===== config.mk =====
export PLATFORM = sky130hd
export DESIGN_NAME = ethii_unpacker
export DESIGN_NICKNAME = d
export VERILOG_FILES = /design/src/rtl/ethii_pkg.sv /design/src/rtl/ethii_unpacker.sv
export SDC_FILE = /design/constraint.sdc
export NUM_CORES = 1
export LEC_CHECK = 0
export ABC_AREA = 1
export BUFFER_PORTS_ARGS = -buffer_cell sky130_fd_sc_hd__buf_2
export CAP_MARGIN = 5
export CORE_ASPECT_RATIO = 0.7
export CORE_MARGIN = 3
export CORE_UTILIZATION = 55
export CTS_BUF_LIST = sky130_fd_sc_hd__clkbuf_16
export CTS_CLUSTER_DIAMETER = 100
export DETAILED_ROUTE_END_ITERATION = 8
export PLACE_DENSITY = 0.8
export SKIP_LAST_GASP = 1
export SYNTH_ARGS = -nofsm -noshare
export SYNTH_HDL_FRONTEND = slang
export SYNTH_SLANG_ARGS = --single-unit

===== constraint.sdc =====
create_clock -name clk -period 2.75 [get_ports clk]
set_clock_uncertainty 0.2 [all_clocks]
set_input_delay 0.55 -clock clk [delete_from_list [all_inputs] [get_ports clk]]
set_output_delay 0.55 -clock clk [all_outputs]
set_load 0.05 [all_outputs]

===== src/rtl/ethii_pkg.sv =====
// rtl/ethii_pkg.sv - shared Ethernet II constants, keep encodings and unpacker states
package ethii_pkg;

   localparam logic [15:0] ETH_TYPE_IPV4 = 16'h0800;
   localparam logic [47:0] ETH_MAC_BCAST = 48'hFFFF_FFFF_FFFF;
   localparam int          ETH_HDR_BYTES = 14;

   // MSB-first contiguous byte enables
   localparam logic [3:0] KEEP_1B = 4'b1000;
   localparam logic [3:0] KEEP_2B = 4'b1100;
   localparam logic [3:0] KEEP_3B = 4'b1110;
   localparam logic [3:0] KEEP_4B = 4'b1111;

   typedef enum logic [2:0] {
      W_DST,
      W_DSTSRC,
      W_SRC,
      W_TYPE,
      DATA,
      TAIL,
      DROP
   } unpack_state_t;

endpackage


===== src/rtl/ethii_unpacker.sv =====
// rtl/ethii_unpacker.sv - Ethernet II header strip, filter and 2-byte payload realign
module ethii_unpacker
   import ethii_pkg::*;
#(
   parameter bit MAC_FILTER_EN  = 1'b1,
   parameter bit TYPE_FILTER_EN = 1'b1,
   parameter int CNT_W          = 16
) (
   input  logic             clk,
   input  logic             reset_n,
   input  logic [47:0]      local_mac_i,
   input  logic [31:0]      ethii_ip_udp_tdata_i,
   input  logic             ethii_ip_udp_tvld_i,
   input  logic             ethii_ip_udp_tlast_i,
   input  logic [3:0]       ethii_ip_udp_tkeep_i,
   output logic             ethii_ip_udp_rdy_o,
   output logic [47:0]      hdr_mac_dest_o,
   output logic [47:0]      hdr_mac_src_o,
   output logic [15:0]      hdr_eth_type_o,
   output logic             hdr_mac_vld_o,
   input  logic             hdr_mac_rdy_i,
   output logic [31:0]      user_tdata_o,
   output logic             user_tvld_o,
   output logic             user_tlast_o,
   output logic [3:0]       user_tkeep_o,
   input  logic             user_trdy_i,
   output logic [CNT_W-1:0] drop_cnt_o
);

   unpack_state_t    state_q, state_d;
   logic [47:0]      cap_dst_q, cap_src_q;
   logic [47:0]      hdr_dst_q, hdr_src_q;
   logic [15:0]      hdr_type_q;
   logic             hdr_vld_q;
   logic [31:0]      out_data_q;
   logic [3:0]       out_keep_q;
   logic             out_last_q, out_vld_q;
   logic [15:0]      saved_data_q;
   logic [3:0]       saved_keep_q;
   logic [CNT_W-1:0] drop_cnt_q;

   logic [31:0] in_data;
   logic [3:0]  in_keep;
   logic        in_last;
   logic        orv, hdr_free, mac_ok, type_ok, frame_pass, w3_has_word;
   logic        in_rdy, in_xfer;
   logic        emit, emit_last, hdr_load, drop_inc, save;
   logic [31:0] emit_data;
   logic [3:0]  emit_keep;

   assign in_data  = ethii_ip_udp_tdata_i;
   assign in_keep  = ethii_ip_udp_tkeep_i;
   assign in_last  = ethii_ip_udp_tlast_i;
   assign orv      = ~out_vld_q | user_trdy_i;
   assign hdr_free = ~hdr_vld_q | hdr_mac_rdy_i;

   // Filter compare on the captured dst MAC and the EtherType in the upper half of w3
   assign mac_ok      = !MAC_FILTER_EN || (cap_dst_q == local_mac_i) || (cap_dst_q == ETH_MAC_BCAST);
   assign type_ok     = !TYPE_FILTER_EN || (in_data[31:16] == ETH_TYPE_IPV4);
   assign frame_pass  = mac_ok && type_ok;
   // w3 carries at least one payload byte (p0) only with keep 1110/1111
   assign w3_has_word = (in_keep == KEEP_3B) || (in_keep == KEEP_4B);

   // Input ready per state; a w3 that ends the frame also writes the output stage, so it needs orv too
   always_comb begin
      in_rdy = 1'b0;
      case (state_q)
         W_DST, W_DSTSRC, W_SRC, DROP: in_rdy = 1'b1;
         W_TYPE:                       in_rdy = hdr_free && (orv || !(in_last && w3_has_word));
         DATA:                         in_rdy = orv;
         default:                      in_rdy = 1'b0;
      endcase
   end

   assign in_xfer = ethii_ip_udp_tvld_i && in_rdy;

   // Next state, output-word formation, header load and drop accounting
   always_comb begin
      state_d   = state_q;
      emit      = 1'b0;
      emit_data = '0;
      emit_keep = KEEP_4B;
      emit_last = 1'b0;
      hdr_load  = 1'b0;
      drop_inc  = 1'b0;
      save      = 1'b0;
      case (state_q)
         W_DST: if (in_xfer) begin
            drop_inc = in_last;
            state_d  = in_last ? W_DST : W_DSTSRC;
         end
         W_DSTSRC: if (in_xfer) begin
            drop_inc = in_last;
            state_d  = in_last ? W_DST : W_SRC;
         end
         W_SRC: if (in_xfer) begin
            drop_inc = in_last;
            state_d  = in_last ? W_DST : W_TYPE;
         end
         W_TYPE: if (in_xfer) begin
            if (!frame_pass || (in_last && !w3_has_word)) begin
               drop_inc = 1'b1;
               state_d  = in_last ? W_DST : DROP;
            end else begin
               hdr_load = 1'b1;
               if (in_last) begin
                  emit      = 1'b1;
                  emit_last = 1'b1;
                  state_d   = W_DST;
                  if (in_keep == KEEP_4B) begin
                     emit_data = {in_data[15:0], 16'h0};
                     emit_keep = KEEP_2B;
                  end else begin
                     emit_data = {in_data[15:8], 24'h0};
                     emit_keep = KEEP_1B;
                  end
               end else begin
                  save    = 1'b1;
                  state_d = DATA;
               end
            end
         end
         DATA: if (in_xfer) begin
            emit      = 1'b1;
            emit_data = {saved_data_q, in_data[31:16]};
            save      = 1'b1;
            if (in_last) begin
               if (in_keep == KEEP_1B) begin
                  emit_keep = KEEP_3B;
                  emit_last = 1'b1;
                  state_d   = W_DST;
               end else if (in_keep == KEEP_2B) begin
                  emit_last = 1'b1;
                  state_d   = W_DST;
               end else begin
                  state_d   = TAIL;
               end
            end
         end
         TAIL: if (orv) begin
            emit      = 1'b1;
            emit_data = {saved_data_q, 16'h0};
            emit_keep = (saved_keep_q == KEEP_4B) ? KEEP_2B : KEEP_1B;
            emit_last = 1'b1;
            state_d   = W_DST;
         end
         DROP: if (in_xfer && in_last) state_d = W_DST;
         default: state_d = W_DST;
      endcase
   end

   // State register
   always_ff @(posedge clk or negedge reset_n) begin
      if (!reset_n) state_q <= W_DST;
      else          state_q <= state_d;
   end

   // Capture MAC fields as they stream in, kept apart from the header still being presented
   always_ff @(posedge clk or negedge reset_n) begin
      if (!reset_n) begin
         cap_dst_q <= '0;
         cap_src_q <= '0;
      end else if (in_xfer) begin
         case (state_q)
            W_DST:    cap_dst_q[47:16] <= in_data;
            W_DSTSRC: begin
               cap_dst_q[15:0]  <= in_data[31:16];
               cap_src_q[47:32] <= in_data[15:0];
            end
            W_SRC:    cap_src_q[31:0] <= in_data;
            default:  ;
         endcase
      end
   end

   // Header sideband register; a new load wins over a same-cycle consume
   always_ff @(posedge clk or negedge reset_n) begin
      if (!reset_n) begin
         hdr_vld_q  <= 1'b0;
         hdr_dst_q  <= '0;
         hdr_src_q  <= '0;
         hdr_type_q <= '0;
      end else if (hdr_load) begin
         hdr_vld_q  <= 1'b1;
         hdr_dst_q  <= cap_dst_q;
         hdr_src_q  <= cap_src_q;
         hdr_type_q <= in_data[31:16];
      end else if (hdr_mac_rdy_i) begin
         hdr_vld_q  <= 1'b0;
      end
   end

   // Single-register payload output stage
   always_ff @(posedge clk or negedge reset_n) begin
      if (!reset_n) begin
         out_vld_q  <= 1'b0;
         out_data_q <= '0;
         out_keep_q <= '0;
         out_last_q <= 1'b0;
      end else if (emit) begin
         out_vld_q  <= 1'b1;
         out_data_q <= emit_data;
         out_keep_q <= emit_keep;
         out_last_q <= emit_last;
      end else if (user_trdy_i) begin
         out_vld_q  <= 1'b0;
      end
   end

   // Low half of the last accepted word and its keep, carried into the next output word
   always_ff @(posedge clk or negedge reset_n) begin
      if (!reset_n) begin
         saved_data_q <= '0;
         saved_keep_q <= '0;
      end else if (save) begin
         saved_data_q <= in_data[15:0];
         saved_keep_q <= in_keep;
      end
   end

   // Dropped-frame counter, wraps naturally
   always_ff @(posedge clk or negedge reset_n) begin
      if (!reset_n)      drop_cnt_q <= '0;
      else if (drop_inc) drop_cnt_q <= drop_cnt_q + 1'b1;
   end

   assign ethii_ip_udp_rdy_o = in_rdy;
   assign hdr_mac_dest_o     = hdr_dst_q;
   assign hdr_mac_src_o      = hdr_src_q;
   assign hdr_eth_type_o     = hdr_type_q;
   assign hdr_mac_vld_o      = hdr_vld_q;
   assign user_tdata_o       = out_data_q;
   assign user_tvld_o        = out_vld_q;
   assign user_tlast_o       = out_last_q;
   assign user_tkeep_o       = out_keep_q;
   assign drop_cnt_o         = drop_cnt_q;

endmodule


Yosys cells after proc, flatten, opt, wreduce, memory -nomap -nowiden
Index checks and enable logic that the tools add are counted.
- latch bits: 0
- memories: 0
- RAM bits: 0
- bits in read-only memories: 0
- bits in registers: 286
- bits of input ports: 90
- muxes and demuxes: 61
- bitwise logic cells: 4
- shifts and indexed selects: 0
- multipliers: 0
- $lt $le $gt $ge: 0
- reduce and logical (&&, ||, !) cells: 22
- divide/modulo/power cells: 0
- equality and inequality tests: 22
- $add $sub $neg: 1
- operators with widths (kind ; count):
    $mux W32 ; 5
    $pmux W32 S3 ; 1
    $mux W3 ; 19
    $eq A48 B48 Y1 ; 1
    $eq A48 B48 Y1 const B ; 1
    $mux W1 ; 26
    $mux W24 ; 1
    $pmux W3 S7 ; 1
    $eq A4 B4 Y1 const B ; 5
    $add A16 B1 Y16 const B ; 1
    $eq A16 B12 Y1 const B ; 1
    $ne A2 B2 Y1 const B ; 8
    $eq A3 B3 Y1 const B ; 3
    $pmux W1 S3 ; 3
    $pmux W3 S3 ; 1
    $reduce_and A8 Y1 ; 1
    $eq A3 B2 Y1 const B ; 2
    $logic_and A1 B1 Y1 ; 6
    $reduce_and A2 Y1 ; 3
    $logic_or A1 B1 Y1 ; 4
    $mux W2 ; 2
    $pmux W1 S2 ; 2
    $reduce_bool A2 Y1 ; 2
    $reduce_or A4 Y1 ; 1
    6 further kinds ; 10

Longest topological paths before layout
- depth in word-level cells: 11
- mapped depth: 16
- gate-level depth less buffers: 15

Worst setup path before layout
No wires, ideal clock.
- kind: register to register
- from: register out_vld_q, in the netlist user_tvld_o
- to: register hdr_vld_q, in the netlist hdr_mac_vld_o
- stages on the path, launching flop included: 13
- period minus slack after synthesis: 2.424 ns
- path slack: 0.326 ns
- arrival time: 2.103 ns
- cell sequence: dfrtp_1 inv_1 nor2_1 nand3_1 nand2_1 nand2_2 nand2_4 inv_2 nand4_1 buf_2 buf_2 buf_6 o21ai_1
- longest elaborated chain between the ends: 9
- ends and longest elaborated chain (item ; RTL line ; RTL):
    from (decl) ; ethii_unpacker.sv:37 ; logic out_last_q, out_vld_q;
    from (signal assigned) ; ethii_unpacker.sv:196 ; out_vld_q <= 1'b0;
    from (signal assigned) ; ethii_unpacker.sv:201 ; out_vld_q <= 1'b1;
    from (signal assigned) ; ethii_unpacker.sv:206 ; out_vld_q <= 1'b0;
    $not A1 Y1 (*) ; ethii_unpacker.sv:54 ; assign orv = ~out_vld_q | user_trdy_i;
    $or A1 B1 Y1 (*) ; ethii_unpacker.sv:54 ;
    $logic_or A1 B1 Y1 ; ethii_unpacker.sv:69 ; W_TYPE: in_rdy = hdr_free && (orv || !(in_last && w3_has_word));
    $logic_and A1 B1 Y1 ; ethii_unpacker.sv:69 ;
    $pmux W1 S3 (*) ; ethii_unpacker.sv:67 ; case (state_q)
    net ethii_ip_udp_rdy_o ; ethii_unpacker.sv:16 ; output logic ethii_ip_udp_rdy_o,
    $logic_and A1 B1 Y1 (*) ; ethii_unpacker.sv:75 ; assign in_xfer = ethii_ip_udp_tvld_i && in_rdy;
    $mux W1 (*) ; ethii_unpacker.sv:100 ; W_TYPE: if (in_xfer) begin
    $mux W1 (*) ; ethii_unpacker.sv:87 ; case (state_q)
    $mux W1 or $reduce_bool A2 Y1 (tied branches) ; n/a ;
    to (signal assigned) ; ethii_unpacker.sv:179 ; hdr_vld_q <= 1'b0;
    to (signal assigned) ; ethii_unpacker.sv:184 ; hdr_vld_q <= 1'b1;
    to (signal assigned) ; ethii_unpacker.sv:189 ; hdr_vld_q <= 1'b0;
    to (decl) ; ethii_unpacker.sv:34 ; logic hdr_vld_q;
The timed path passes the listed nets; every way through them passes the cells marked *.
A chain may end at the register's enable or synchronous reset.

Worst setup path in the final report
- from: register state_q[0]
- to: output ethii_ip_udp_rdy_o
- longest elaborated chain between the ends: 3
- ends and longest elaborated chain (item ; RTL line ; RTL):
    from (decl) ; ethii_unpacker.sv:30 ; unpack_state_t state_q, state_d;
    from (signal assigned) ; ethii_unpacker.sv:155 ; else state_q <= state_d;
    $eq A3 B1 Y1 (tied with other cells) ; ethii_unpacker.sv:67 ;
    $reduce_or A4 Y1 ; ethii_unpacker.sv:67 ;
    $pmux W1 S3 (*) ; ethii_unpacker.sv:67 ;
    to (decl) ; ethii_unpacker.sv:16 ;
Mark *: on every way between the ends. The rest lies on a longest branch, timed or not.

==> out/metrics.csv <==
stage,metric,value,unit
status,outcome,finished clean,
global_route,antenna_found_initial,2,
timing,clock.fmax,379,MHz
timing,fin_crit,2.64,ns
pwr,ir_worst_vdd,0.874,mV
critical_path,cp_top_family,flip-flops,
yosys,ys_async_sr_fraction,1.00,
timing,slew_headroom,0.654,
worst_hold_path,min_from,ethii_ip_udp_tkeep_i[1],
drt,route.antenna.remaining_nets,0,
clock_tree,cts_tree,built,
critical_path,worst-r2r-cell-count,10,
die,dieArea,24300,sq um
yosys,syn_area_per_cell,8.56,sq um
final_layout,finish.utilization,0.696,
global_route,grt_pass1_vias,10100,
worst_hold_path,hold_path_class,in2reg,
worst_hold_path,holdPathStages,3,
place,dp_hpwl,23.4,mm
clock_tree,cts.reportedPaths.clkPinSlew,0.06,ns
critical_path,endpoint_kind,output port,
global_route,gr-total-overflow,0,
clock_tree,numCtsBuffers,27,
final_layout,drive_gt1_frac,0.210,
pwr,powerDensity,952,nW/um^2
worst_hold_path,min_to,saved_keep_q[1],
clock_tree,insertion_delay,0.54,ns
yosys,synth_ff_type,dfrtp_1,
timing,finalCritPeriodShare,0.960,
critical_path,reg2reg_from,cap_dst_q[0],
timing,worstMarginPinSlew,0.519,ns
clock_tree,cts_htree_levels,1,
critical_path,crit_required,2.00,ns
drt,drt_iter0_markers,989,
clock_tree,cts_sinks,286,
yosys,ys_ff_latch,286,
drt,first_pass_iters,5,
critical_path,cp_cell_sequence,nand3_4 -> inv_2 -> o21ai_2 -> o21ai_2 -> nand2_1 -> nand2_2 -> clkbuf_4,
critical_path,crit_fanout,8,
die,die_h,131,um
critical_path,slowest_stage,dfrtp_1,
drt,drcViolationCount,0,
timing,rsz0062_at_grt,yes,
drt,drt-vias-per-instance,5.26,
yosys,ys_seq_area_frac,0.579,
die,core,21900,sq um
global_route,grt_max_degree,84,
critical_path,path_class,reg2out,
timing,slew_violations,0,
yosys,syn_inst,1444,
place,place_congestion,0.849,
critical_path,r2r_setup_slack,0.18,ns
drt,post_drt_wl_per_cell,16.3,um
clock_tree,cts_buffer_depth,3,
yosys,synth_edf_count,0,
critical_path,worstPathArrival,1.89,ns
pwr,total_power,14.5,mW
final_layout,fill_cells,1731,
drt,routed_wl,33.0,mm
critical_path,start_kind,register,
drt,vias,10600,
die,die_x,185,um
final_layout,area.growth.synth_to_final,23.2,%
critical_path,reg2reg_to,hdr_mac_src_o[16],
pwr,leakage,8.37,nW
global_route,grt_pass1_wl,52.7,mm
yosys,synth_nets,1535,
critical_path,cpPeakStageDelay,0.56,ns
place,io_buffers,257,
clock_tree,root_buffer,clkbuf_16,
yosys,syn-cell-area,12400,sq um
final_layout,final_nets,1810,
timing,final_hold_viol_count,0,
yosys,ys_types,34,
global_route,grt_usage,0.267,
timing,setup_viol,0,
critical_path,crit_top_cell,o21ai_2,
yosys,ys.warnings.count,0,
job,max_cap_viol_count,0,
critical_path,critPathBufInv,2,
die,ios,258,
die,initial_core_util,0.565,
die,rows,45,
-- layer usage --
| metal | vias to the layer above | routed length [um] | part of all wire | global-route usage |
|---|---|---|---|---|
| met4 | 2 | 517 | 0.016 | 0.0483 |
| met1 | 5117 | 15600 | 0.47 | 0.424 |
| met5 | - | 13 | 0.00039 | 0 |
| met2 | 421 | 14200 | 0.43 | 0.386 |
| met3 | 40 | 2620 | 0.079 | 0.0537 |
| li1 | 5062 | - | - | - |
-- synth_stat cells, types with 4 or more instances --
library cell	n	area, sq um
nor2_1	50	188
nand2_1	431	1620
xor2_1	6	52.6
buf_2	20	100
inv_1	197	739
clkbuf_1	36	135
nand4_1	14	87.6
nand3_1	93	465
a21oi_1	21	105
buf_6	4	45.0
xnor2_1	41	359
dfrtp_1	286	7160
o21ai_0	199	996
nor3_1	13	65.1
inv_2	4	15.0
o21ai_1	5	25.0
-- how the worst max path moves through the flow --
stage                               start                  to  slack, ns  cells past startpoint
after floorplan               user_tvld_o       hdr_mac_vld_o       0.33                     12
after global placement    local_mac_i[26]  hdr_mac_dest_o[20]       0.02                     12
after detailed placement  local_mac_i[26]   hdr_mac_src_o[37]      -0.12                     11
after CTS                   cap_dst_q[22]   hdr_mac_src_o[16]       0.02                     10
after global routing           state_q[2]       cap_dst_q[23]      -0.01                     13
final                          state_q[0]  ethii_ip_udp_rdy_o       0.11                      7
-- cell type report --
class                           instances  area [sq um]  share of cell area
Sequential cell                       286          7160               0.470
Multi-Input combinational cell        894          4180               0.274
Inverter                              203           767              0.0503
Clock buffer                           27           676              0.0443
Clock inverter                         23           239              0.0157
Timing Repair Buffer                  307          1870               0.123
Antenna cell                            1          2.50            0.000164
Tap cell                              282           353              0.0232
-- power by group --
part           internal, mW  switching [mW]
Clock                  2.26            1.60
Sequential             5.33           0.953
Combinational          1.44            2.92
-- sequential cells by signal (all words and copies together), names as in the netlist, 3 cells and up --
signal,cells
drop_cnt_o,16
user_tdata_o,32
user_tkeep_o,4
saved_data_q,16
hdr_mac_src_o,48
cap_dst_q,48
hdr_eth_type_o,16
state_q,3
saved_keep_q,4
hdr_mac_dest_o,48
cap_src_q,48
-- cell families after synthesis --
group           count (synthesis)  synth area share
fa+ha+maj                       1           0.00101
buf+inv                       264            0.0853
compound gates                231            0.0951
simple gates                  615             0.206
xor+xnor                       47            0.0333
flops                         286             0.579
-- layout by cell type (no fill, tap or decap), types with 2 or more instances in the layout --
cell | synthesis | layout
dfrtp_1 | 286 | 286
o21ai_2 | 2 | 2
nand2_1 | 431 | 431
clkinv_2 | 0 | 4
buf_12 | 0 | 13
nor2_4 | 2 | 2
nor3_1 | 13 | 12
o21ai_1 | 5 | 5
buf_2 | 20 | 255
inv_4 | 2 | 2
clkinv_1 | 0 | 5
inv_1 | 197 | 205
buf_4 | 1 | 34
xnor2_1 | 41 | 41
dlygate4sd3_1 | 0 | 2
xor2_1 | 6 | 6
nand4_1 | 14 | 14
nand4_2 | 2 | 2
or2_2 | 2 | 2
nand3_2 | 0 | 4
inv_2 | 4 | 4
o21ai_0 | 199 | 199
nand3_1 | 93 | 89
nor2_1 | 50 | 50
a21oi_1 | 21 | 21
bufinv_16 | 0 | 5
clkbuf_16 | 0 | 27
nor4_1 | 2 | 2
-- worst min-delay path, delay by kind of cell --
family | cells | cell delay (ns)
and+or+nand+nor | 2 | 0.09
buffers and inverters | 1 | 0.10
-- repair_timing --
action | in CTS | in global routing
hold buffers | 2 | 0
gates cloned | 1 | 0
buffers inserted | 1 | 0
pin swaps | 1 | 0
endpoints found under the hold margin | 59 | 0
setup endpoints to repair | 9 | 87
gates resized for setup | 0 | 4
-- through the flow --
stage               instances  setup TNS, ns  instance area (sq um)  hold slack (ns)  setup slack, ns
floorplan                1444              0                  12400           0.0544            0.326
global placement         1968              0                  14200            0.244           0.0193
detailed placement       1968          -4.02                  14200            0.247           -0.117
CTS                      2022              0                  15200           0.0190           0.0223
global route             2023        -0.0610                  15200           0.0315          -0.0122
finish                   2023              0                  15200           0.0409            0.109
No activity file was read; power rests on OpenSTA's default activity.
